File: config.mk
export PLATFORM = sky130hd
export DESIGN_NAME = multicycle_controller
export DESIGN_NICKNAME = d
export VERILOG_FILES = /design/src/rtl/mc_pkg.sv /design/src/rtl/alu_decoder_rv32i.sv /design/src/rtl/multicycle_controller.sv
export SDC_FILE = /design/constraint.sdc
export NUM_CORES = 1
export LEC_CHECK = 0
export ABC_AREA = 1
export CORE_ASPECT_RATIO = 1.4
export CORE_MARGIN = 2
export CORE_UTILIZATION = 37
export DETAILED_ROUTE_END_ITERATION = 12
export GPL_TIMING_DRIVEN = 0
export PLACE_DENSITY = 0.84
export SYNTH_ARGS = -nofsm -noshare
export SYNTH_HDL_FRONTEND = slang
export SYNTH_SLANG_ARGS = --single-unit
File: constraint.sdc
create_clock -name clk -period 1.76 [get_ports clk]
set_input_delay 0.352 -clock clk [delete_from_list [all_inputs] [get_ports clk]]
set_output_delay 0.352 -clock clk [all_outputs]
set_load 0.005 [all_outputs]
File: src/rtl/mc_pkg.sv
// Shared types and encodings for the multi-cycle RV32I control unit.
package mc_pkg;

  localparam int unsigned STATE_W = 4;
  localparam int unsigned OP_W    = 7;

  typedef enum logic [STATE_W-1:0] {
    S_FETCH    = 4'd0,
    S_DECODE   = 4'd1,
    S_MEMADR   = 4'd2,
    S_MEMREAD  = 4'd3,
    S_MEMWB    = 4'd4,
    S_MEMWRITE = 4'd5,
    S_EXECR    = 4'd6,
    S_EXECI    = 4'd7,
    S_ALUWB    = 4'd8,
    S_BRANCH   = 4'd9,
    S_JAL      = 4'd10,
    S_LUI      = 4'd11,
    S_TRAP     = 4'd12
  } state_t;

  typedef enum logic [1:0] {
    ALU_MODE_ADD  = 2'd0,
    ALU_MODE_SUB  = 2'd1,
    ALU_MODE_FUNC = 2'd2
  } alu_mode_t;

  localparam logic [OP_W-1:0] OP_LOAD   = 7'b0000011;
  localparam logic [OP_W-1:0] OP_STORE  = 7'b0100011;
  localparam logic [OP_W-1:0] OP_RTYPE  = 7'b0110011;
  localparam logic [OP_W-1:0] OP_ITYPE  = 7'b0010011;
  localparam logic [OP_W-1:0] OP_BRANCH = 7'b1100011;
  localparam logic [OP_W-1:0] OP_JAL    = 7'b1101111;
  localparam logic [OP_W-1:0] OP_LUI    = 7'b0110111;
  localparam logic [OP_W-1:0] OP_AUIPC  = 7'b0010111;

  // ALUControl codes are {arith, funct3}
  localparam logic [3:0] ALU_ADD  = 4'b0000;
  localparam logic [3:0] ALU_SUB  = 4'b1000;
  localparam logic [3:0] ALU_SLL  = 4'b0001;
  localparam logic [3:0] ALU_SLT  = 4'b0010;
  localparam logic [3:0] ALU_SLTU = 4'b0011;
  localparam logic [3:0] ALU_XOR  = 4'b0100;
  localparam logic [3:0] ALU_SRL  = 4'b0101;
  localparam logic [3:0] ALU_SRA  = 4'b1101;
  localparam logic [3:0] ALU_OR   = 4'b0110;
  localparam logic [3:0] ALU_AND  = 4'b0111;

  localparam logic [2:0] IMM_I = 3'b000;
  localparam logic [2:0] IMM_S = 3'b001;
  localparam logic [2:0] IMM_B = 3'b010;
  localparam logic [2:0] IMM_J = 3'b011;
  localparam logic [2:0] IMM_U = 3'b100;

  localparam logic [1:0] SRCA_PC    = 2'b00;
  localparam logic [1:0] SRCA_OLDPC = 2'b01;
  localparam logic [1:0] SRCA_RS1   = 2'b10;
  localparam logic [1:0] SRCA_ZERO  = 2'b11;

  localparam logic [1:0] SRCB_RS2  = 2'b00;
  localparam logic [1:0] SRCB_IMM  = 2'b01;
  localparam logic [1:0] SRCB_FOUR = 2'b10;

  localparam logic [1:0] RES_ALUOUT    = 2'b00;
  localparam logic [1:0] RES_READDATA  = 2'b01;
  localparam logic [1:0] RES_ALURESULT = 2'b10;

  // Branch condition from the comparator flags; unused funct3 codes never take
  function automatic logic branch_taken(input logic [2:0] f3, input logic zero,
                                        input logic lt, input logic ltu);
    logic t;
    case (f3)
      3'b000:  t = zero;
      3'b001:  t = !zero;
      3'b100:  t = lt;
      3'b101:  t = !lt;
      3'b110:  t = ltu;
      3'b111:  t = !ltu;
      default: t = 1'b0;
    endcase
    return t;
  endfunction

endpackage

File: src/rtl/alu_decoder_rv32i.sv
// Maps the FSM's ALU mode and instruction fields to an ALUControl code.
module alu_decoder_rv32i
  import mc_pkg::*;
#(
  parameter int unsigned ALU_CTRL_W = 4
) (
  input  logic [2:0]            funct3,
  input  logic                  funct7b5,
  input  logic                  op5,
  input  alu_mode_t             mode,
  output logic [ALU_CTRL_W-1:0] alu_control
);

  logic arith;

  // R-type takes funct7b5 always; I-type only for shifts, so addi never becomes SUB
  always_comb begin
    arith       = 1'b0;
    alu_control = ALU_CTRL_W'(ALU_ADD);
    case (mode)
      ALU_MODE_ADD: alu_control = ALU_CTRL_W'(ALU_ADD);
      ALU_MODE_SUB: alu_control = ALU_CTRL_W'(ALU_SUB);
      ALU_MODE_FUNC: begin
        arith       = op5 ? funct7b5 : ((funct3 == 3'b101) && funct7b5);
        alu_control = ALU_CTRL_W'({arith, funct3});
      end
      default: alu_control = ALU_CTRL_W'(ALU_ADD);
    endcase
  end

endmodule

File: src/rtl/multicycle_controller.sv
// Multi-cycle RV32I control FSM: sequences fetch/decode/execute/memory/writeback
// and decodes datapath strobes and mux selects from the current state.
module multicycle_controller
  import mc_pkg::*;
#(
  parameter int unsigned ALU_CTRL_W    = 4,
  parameter bit          EN_EXT_BRANCH = 1'b1,
  parameter bit          EN_UPPER_IMM  = 1'b1
) (
  input  logic                  clk,
  input  logic                  reset_n,
  input  logic [6:0]            op,
  input  logic [2:0]            funct3,
  input  logic                  funct7b5,
  input  logic                  Zero,
  input  logic                  LT,
  input  logic                  LTU,
  input  logic                  mem_ready,
  output logic                  PCWrite,
  output logic                  AdrSrc,
  output logic                  MemWrite,
  output logic                  IRWrite,
  output logic [1:0]            ResultSrc,
  output logic [1:0]            ALUSrcA,
  output logic [1:0]            ALUSrcB,
  output logic [2:0]            ImmSrc,
  output logic [ALU_CTRL_W-1:0] ALUControl,
  output logic                  RegWrite,
  output logic                  illegal,
  output logic [3:0]            state_dbg
);

  state_t    state, state_next;
  alu_mode_t alu_mode;
  logic      branch_legal;

  assign branch_legal = (funct3 == 3'b000) ||
                        (EN_EXT_BRANCH && ((funct3 == 3'b001) || funct3[2]));
  assign state_dbg    = state;

  // State and sticky trap flag
  always_ff @(posedge clk) begin
    if (!reset_n) begin
      state   <= S_FETCH;
      illegal <= 1'b0;
    end else begin
      state <= state_next;
      if (state_next == S_TRAP) illegal <= 1'b1;
    end
  end

  // Next-state
  always_comb begin
    state_next = state;
    case (state)
      S_FETCH: if (mem_ready) state_next = S_DECODE;
      S_DECODE: begin
        state_next = S_TRAP;
        case (op)
          OP_LOAD, OP_STORE: state_next = S_MEMADR;
          OP_RTYPE:          state_next = S_EXECR;
          OP_ITYPE:          state_next = S_EXECI;
          OP_BRANCH:         if (branch_legal) state_next = S_BRANCH;
          OP_JAL:            state_next = S_JAL;
          OP_LUI:            if (EN_UPPER_IMM) state_next = S_LUI;
          // auipc result (OldPC + immU) is already in ALUOut after decode
          OP_AUIPC:          if (EN_UPPER_IMM) state_next = S_ALUWB;
          default:           state_next = S_TRAP;
        endcase
      end
      S_MEMADR:   state_next = op[5] ? S_MEMWRITE : S_MEMREAD;
      S_MEMREAD:  if (mem_ready) state_next = S_MEMWB;
      S_MEMWB:    state_next = S_FETCH;
      S_MEMWRITE: if (mem_ready) state_next = S_FETCH;
      S_EXECR,
      S_EXECI,
      S_JAL,
      S_LUI:      state_next = S_ALUWB;
      S_ALUWB,
      S_BRANCH:   state_next = S_FETCH;
      S_TRAP:     state_next = S_TRAP;
      default:    state_next = S_FETCH;
    endcase
  end

  // Moore output decode; defaults are all-zero strobes and selects
  always_comb begin
    PCWrite   = 1'b0;
    AdrSrc    = 1'b0;
    MemWrite  = 1'b0;
    IRWrite   = 1'b0;
    RegWrite  = 1'b0;
    ResultSrc = RES_ALUOUT;
    ALUSrcA   = SRCA_PC;
    ALUSrcB   = SRCB_RS2;
    ImmSrc    = IMM_I;
    alu_mode  = ALU_MODE_ADD;
    case (state)
      S_FETCH: begin
        ALUSrcB   = SRCB_FOUR;
        ResultSrc = RES_ALURESULT;
        IRWrite   = mem_ready;
        PCWrite   = mem_ready;
      end
      S_DECODE: begin
        ALUSrcA = SRCA_OLDPC;
        ALUSrcB = SRCB_IMM;
        ImmSrc  = (op == OP_AUIPC) ? IMM_U : IMM_B;
      end
      S_MEMADR: begin
        ALUSrcA = SRCA_RS1;
        ALUSrcB = SRCB_IMM;
        ImmSrc  = op[5] ? IMM_S : IMM_I;
      end
      S_MEMREAD: AdrSrc = 1'b1;
      S_MEMWB: begin
        ResultSrc = RES_READDATA;
        RegWrite  = 1'b1;
      end
      S_MEMWRITE: begin
        AdrSrc   = 1'b1;
        MemWrite = 1'b1;
      end
      S_EXECR: begin
        ALUSrcA  = SRCA_RS1;
        alu_mode = ALU_MODE_FUNC;
      end
      S_EXECI: begin
        ALUSrcA  = SRCA_RS1;
        ALUSrcB  = SRCB_IMM;
        alu_mode = ALU_MODE_FUNC;
      end
      S_ALUWB: RegWrite = 1'b1;
      S_BRANCH: begin
        ALUSrcA  = SRCA_RS1;
        alu_mode = ALU_MODE_SUB;
        PCWrite  = branch_taken(funct3, Zero, LT, LTU);
      end
      S_JAL: begin
        ALUSrcA = SRCA_OLDPC;
        ALUSrcB = SRCB_FOUR;
        PCWrite = 1'b1;
      end
      S_LUI: begin
        ALUSrcA = SRCA_ZERO;
        ALUSrcB = SRCB_IMM;
        ImmSrc  = IMM_U;
      end
      default: ;
    endcase
  end

  alu_decoder_rv32i #(.ALU_CTRL_W(ALU_CTRL_W)) u_alu_dec (
    .funct3      (funct3),
    .funct7b5    (funct7b5),
    .op5         (op[5]),
    .mode        (alu_mode),
    .alu_control (ALUControl)
  );

endmodule

==> flow_summary.json <==
{
  "synthToLayoutAreaGrowth_pct": 102,
  "whs_path_depth": 2,
  "status": "finished with violations",
  "ir_drop_mv": 0.645,
  "layout-drive-gt1-share_pct": 41.2,
  "dpl.hpwl_um": 1620,
  "post-route-util_pct": 78.8,
  "antenna_left": 0,
  "grt_pass1_vias": 905,
  "cts_max_path_buffers": 2,
  "period_needed_ns": 1.81,
  "core_um2": 1730,
  "cts_made_buffers": 3,
  "drtIter0Drc": 18,
  "rrSetupSlack_ns": 0.24,
  "hold_end": "illegal$_SDFFE_PN0N_",
  "synth_area_um2": 676,
  "yosys.area.top_type_share_pct": 19.4,
  "drt-vias-per-instance": 5.13,
  "drcViolationCount": 0,
  "r2r-start": "state_dbg[1]$_SDFF_PN0_",
  "htreeDepth": 1,
  "fill_cells": 129,
  "worst_slack_ns": -0.0508,
  "layout_commonest_cell": "nand2_1",
  "pwr_density_cell_nw_per_um2": 381,
  "p_leak_nw": 0.729,
  "synthCells": 124,
  "dr.pass1.iters": 4,
  "grtUsageTotal_pct": 23.6,
  "root_buffer": "clkbuf_4",
  "antenna_found_initial": 0,
  "start_util_pct": 39.0,
  "grt_max_degree": 8,
  "reg2reg_depth": 10,
  "synth_top_area_cell": "nand2_1",
  "path_clk_slew_ns": 0.05,
  "place_ws_ns": -0.636,
  "grt_setup_unrepaired": "true",
  "hold_path.startpoint": "illegal$_SDFFE_PN0N_",
  "rr_endpoint": "illegal$_SDFFE_PN0N_",
  "ys_types": 24,
  "worst_setup_path_start_kind": "flip-flop",
  "yosysSeqAreaShare_pct": 14.8,
  "relSlewSlack_pct": 81.5,
  "grt_pass1_wl_um": 3640,
  "worst_pin_slew_ns": 0.275,
  "dieArea_um2": 2190,
  "synth_compound_area_share_pct": 18.0,
  "die_h_um": 54.6,
  "synthSimpleGateAreaFrac_pct": 48.3,
  "muxShareOfSynthArea_pct": 0,
  "cts_tree": "built",
  "io_pins": 40,
  "fp.dieW_um": 40.1,
  "final_cell_mix": "nand2_1, buf_4, inv_1",
  "ys_seq_elements": 5,
  "cts-hold-fix-buffers": 0,
  "avgRoutedWirePerCell_um": 13.5,
  "antenna_cells": 0,
  "syn_area_per_cell_um2": 5.45,
  "maxSlewViolCount": 0,
  "worstSetupEndpointType": "primary output",
  "final_hold_viol_count": 0,
  "synth-adder-area-share_pct": 3.70,
  "max_cap_violations": 0,
  "insertion_delay_ns": 0.26,
  "synth_warnings": 0,
  "skew_ns": 0.0108,
  "gp_congestion": 0.782,
  "grt_overflow": 0,
  "yosys-top-cells-area": "nand2_1, dfxtp_1, inv_1",
  "vias": 1061,
  "fin_nets": 207,
  "fin_cells": 207,
  "crit_type": "flip-flop to primary output",
  "synth_xor_area_share_pct": 1.30,
  "fmax_mhz": 552,
  "startpoint": "state_dbg[1]$_SDFF_PN0_",
  "cts_num_sinks": 5,
  "hold_class": "flip-flop to flip-flop",
  "setup_viol_count_final": 1,
  "portBuffers": 39,
  "cp_data_arrival_time_ns": 1.46,
  "rows": 18,
  "violations": "setup timing",
  "synth_nets": 143,
  "drt_wl_total_um": 2790,
  "synth_top_family_by_area": "simple AND/OR/NAND/NOR gates",
  "cp.required_ns": 1.41,
  "setup_tns_ns": -0.0508,
  "path_max_fanout": 5,
  "dp_cells": 183,
  "period_share_pct": 103
}
==> worst max path at each step <==
stage / endpoint / cells past startpoint
after floorplan: ALUControl[3] / 6
after global placement: PCWrite / 9
after detailed placement: PCWrite / 9
after CTS: ALUControl[3] / 8
after global routing: ALUControl[3] / 8
final: ALUControl[3] / 8
==> flip-flops by register name, summed over array words and instances (netlist names) <==
register and count:
state_dbg 4, illegal 1
==> through the flow <==
stage | hold slack [ns] | cell area [µm²] | power (mW)
2_1_floorplan | 0.450 | 676 | 0.221
3_3_place_gp | 0.455 | 1090 | 0.334
3_5_place_dp | 0.460 | 1090 | 0.337
4_1_cts | 0.466 | 1250 | 0.480
5_1_grt | 0.516 | 1370 | 0.545
6_report | 0.466 | 1370 | 0.521
==> synth_stat cells <==
master / n
a211oi_1: 1
inv_1: 20
nand2_4: 1
nand3_1: 5
o21ai_2: 1
a21oi_1: 6
a31oi_1: 1
o2111ai_1: 1
nor3_1: 3
xnor2_1: 1
nand4_1: 1
o21ai_1: 1
ha_1: 2
a21oi_2: 1
nor2_4: 3
nand2_2: 3
nor2_2: 4
dfxtp_1: 5
o21ai_0: 8
inv_2: 5
o22ai_1: 1
nor2_1: 14
nand3b_1: 1
nand2_1: 35
==> logic make-up after synthesis <==
| group | after synthesis |
|---|---|
| AND/OR/NAND/NOR | 70 |
| buffers and inverters | 25 |
| AO/OA/AOI/OAI | 21 |
| flip-flops | 5 |
| adder cells (fa/ha/maj) | 2 |
| XOR/XNOR | 1 |
==> worst max-delay path, cell delays in order, from the launching register on <==
cell and delay (ns):
dfxtp_4 0.36, inv_8 0.09, nand2_8 0.06, nor2_4 0.13
inv_2 0.06, ha_4 0.16, a31oi_1 0.15, nor2_1 0.06
buf_2 0.12
==> where the power goes <==
part	total, mW	internal (mW)	switching (mW)
Clock	0.142	0.0863	0.0555
Sequential	0.133	0.117	0.0155
Combinational	0.246	0.122	0.124
==> cell type report <==
class                           instances  area (µm²)  share of cell area, %
Tap cell                               20        25.0                   1.83
Timing Repair Buffer                   59         485                   35.5
Sequential cell                         5         115                   8.42
Clock buffer                            4        26.3                   1.92
Inverter                               25         109                   7.97
Multi-Input combinational cell         94         606                   44.3
==> what timing repair did <==
action,CTS,global route
setup buffers,9,11
resized for setup,73,40
setup endpoints to repair,18,14
pin swaps,15,21
==> layer usage <==
metal | GRT usage, % | routed length [µm] | up-vias
met3 | 3.66 | 140 | 10
met2 | 44.6 | 1620 | 42
met1 | 25.7 | 962 | 491
met5 | 0 | 0 | -
met4 | 6.32 | 74 | 0
li1 | - | - | 518
Note: power is estimated with default switching activity, not from simulation.
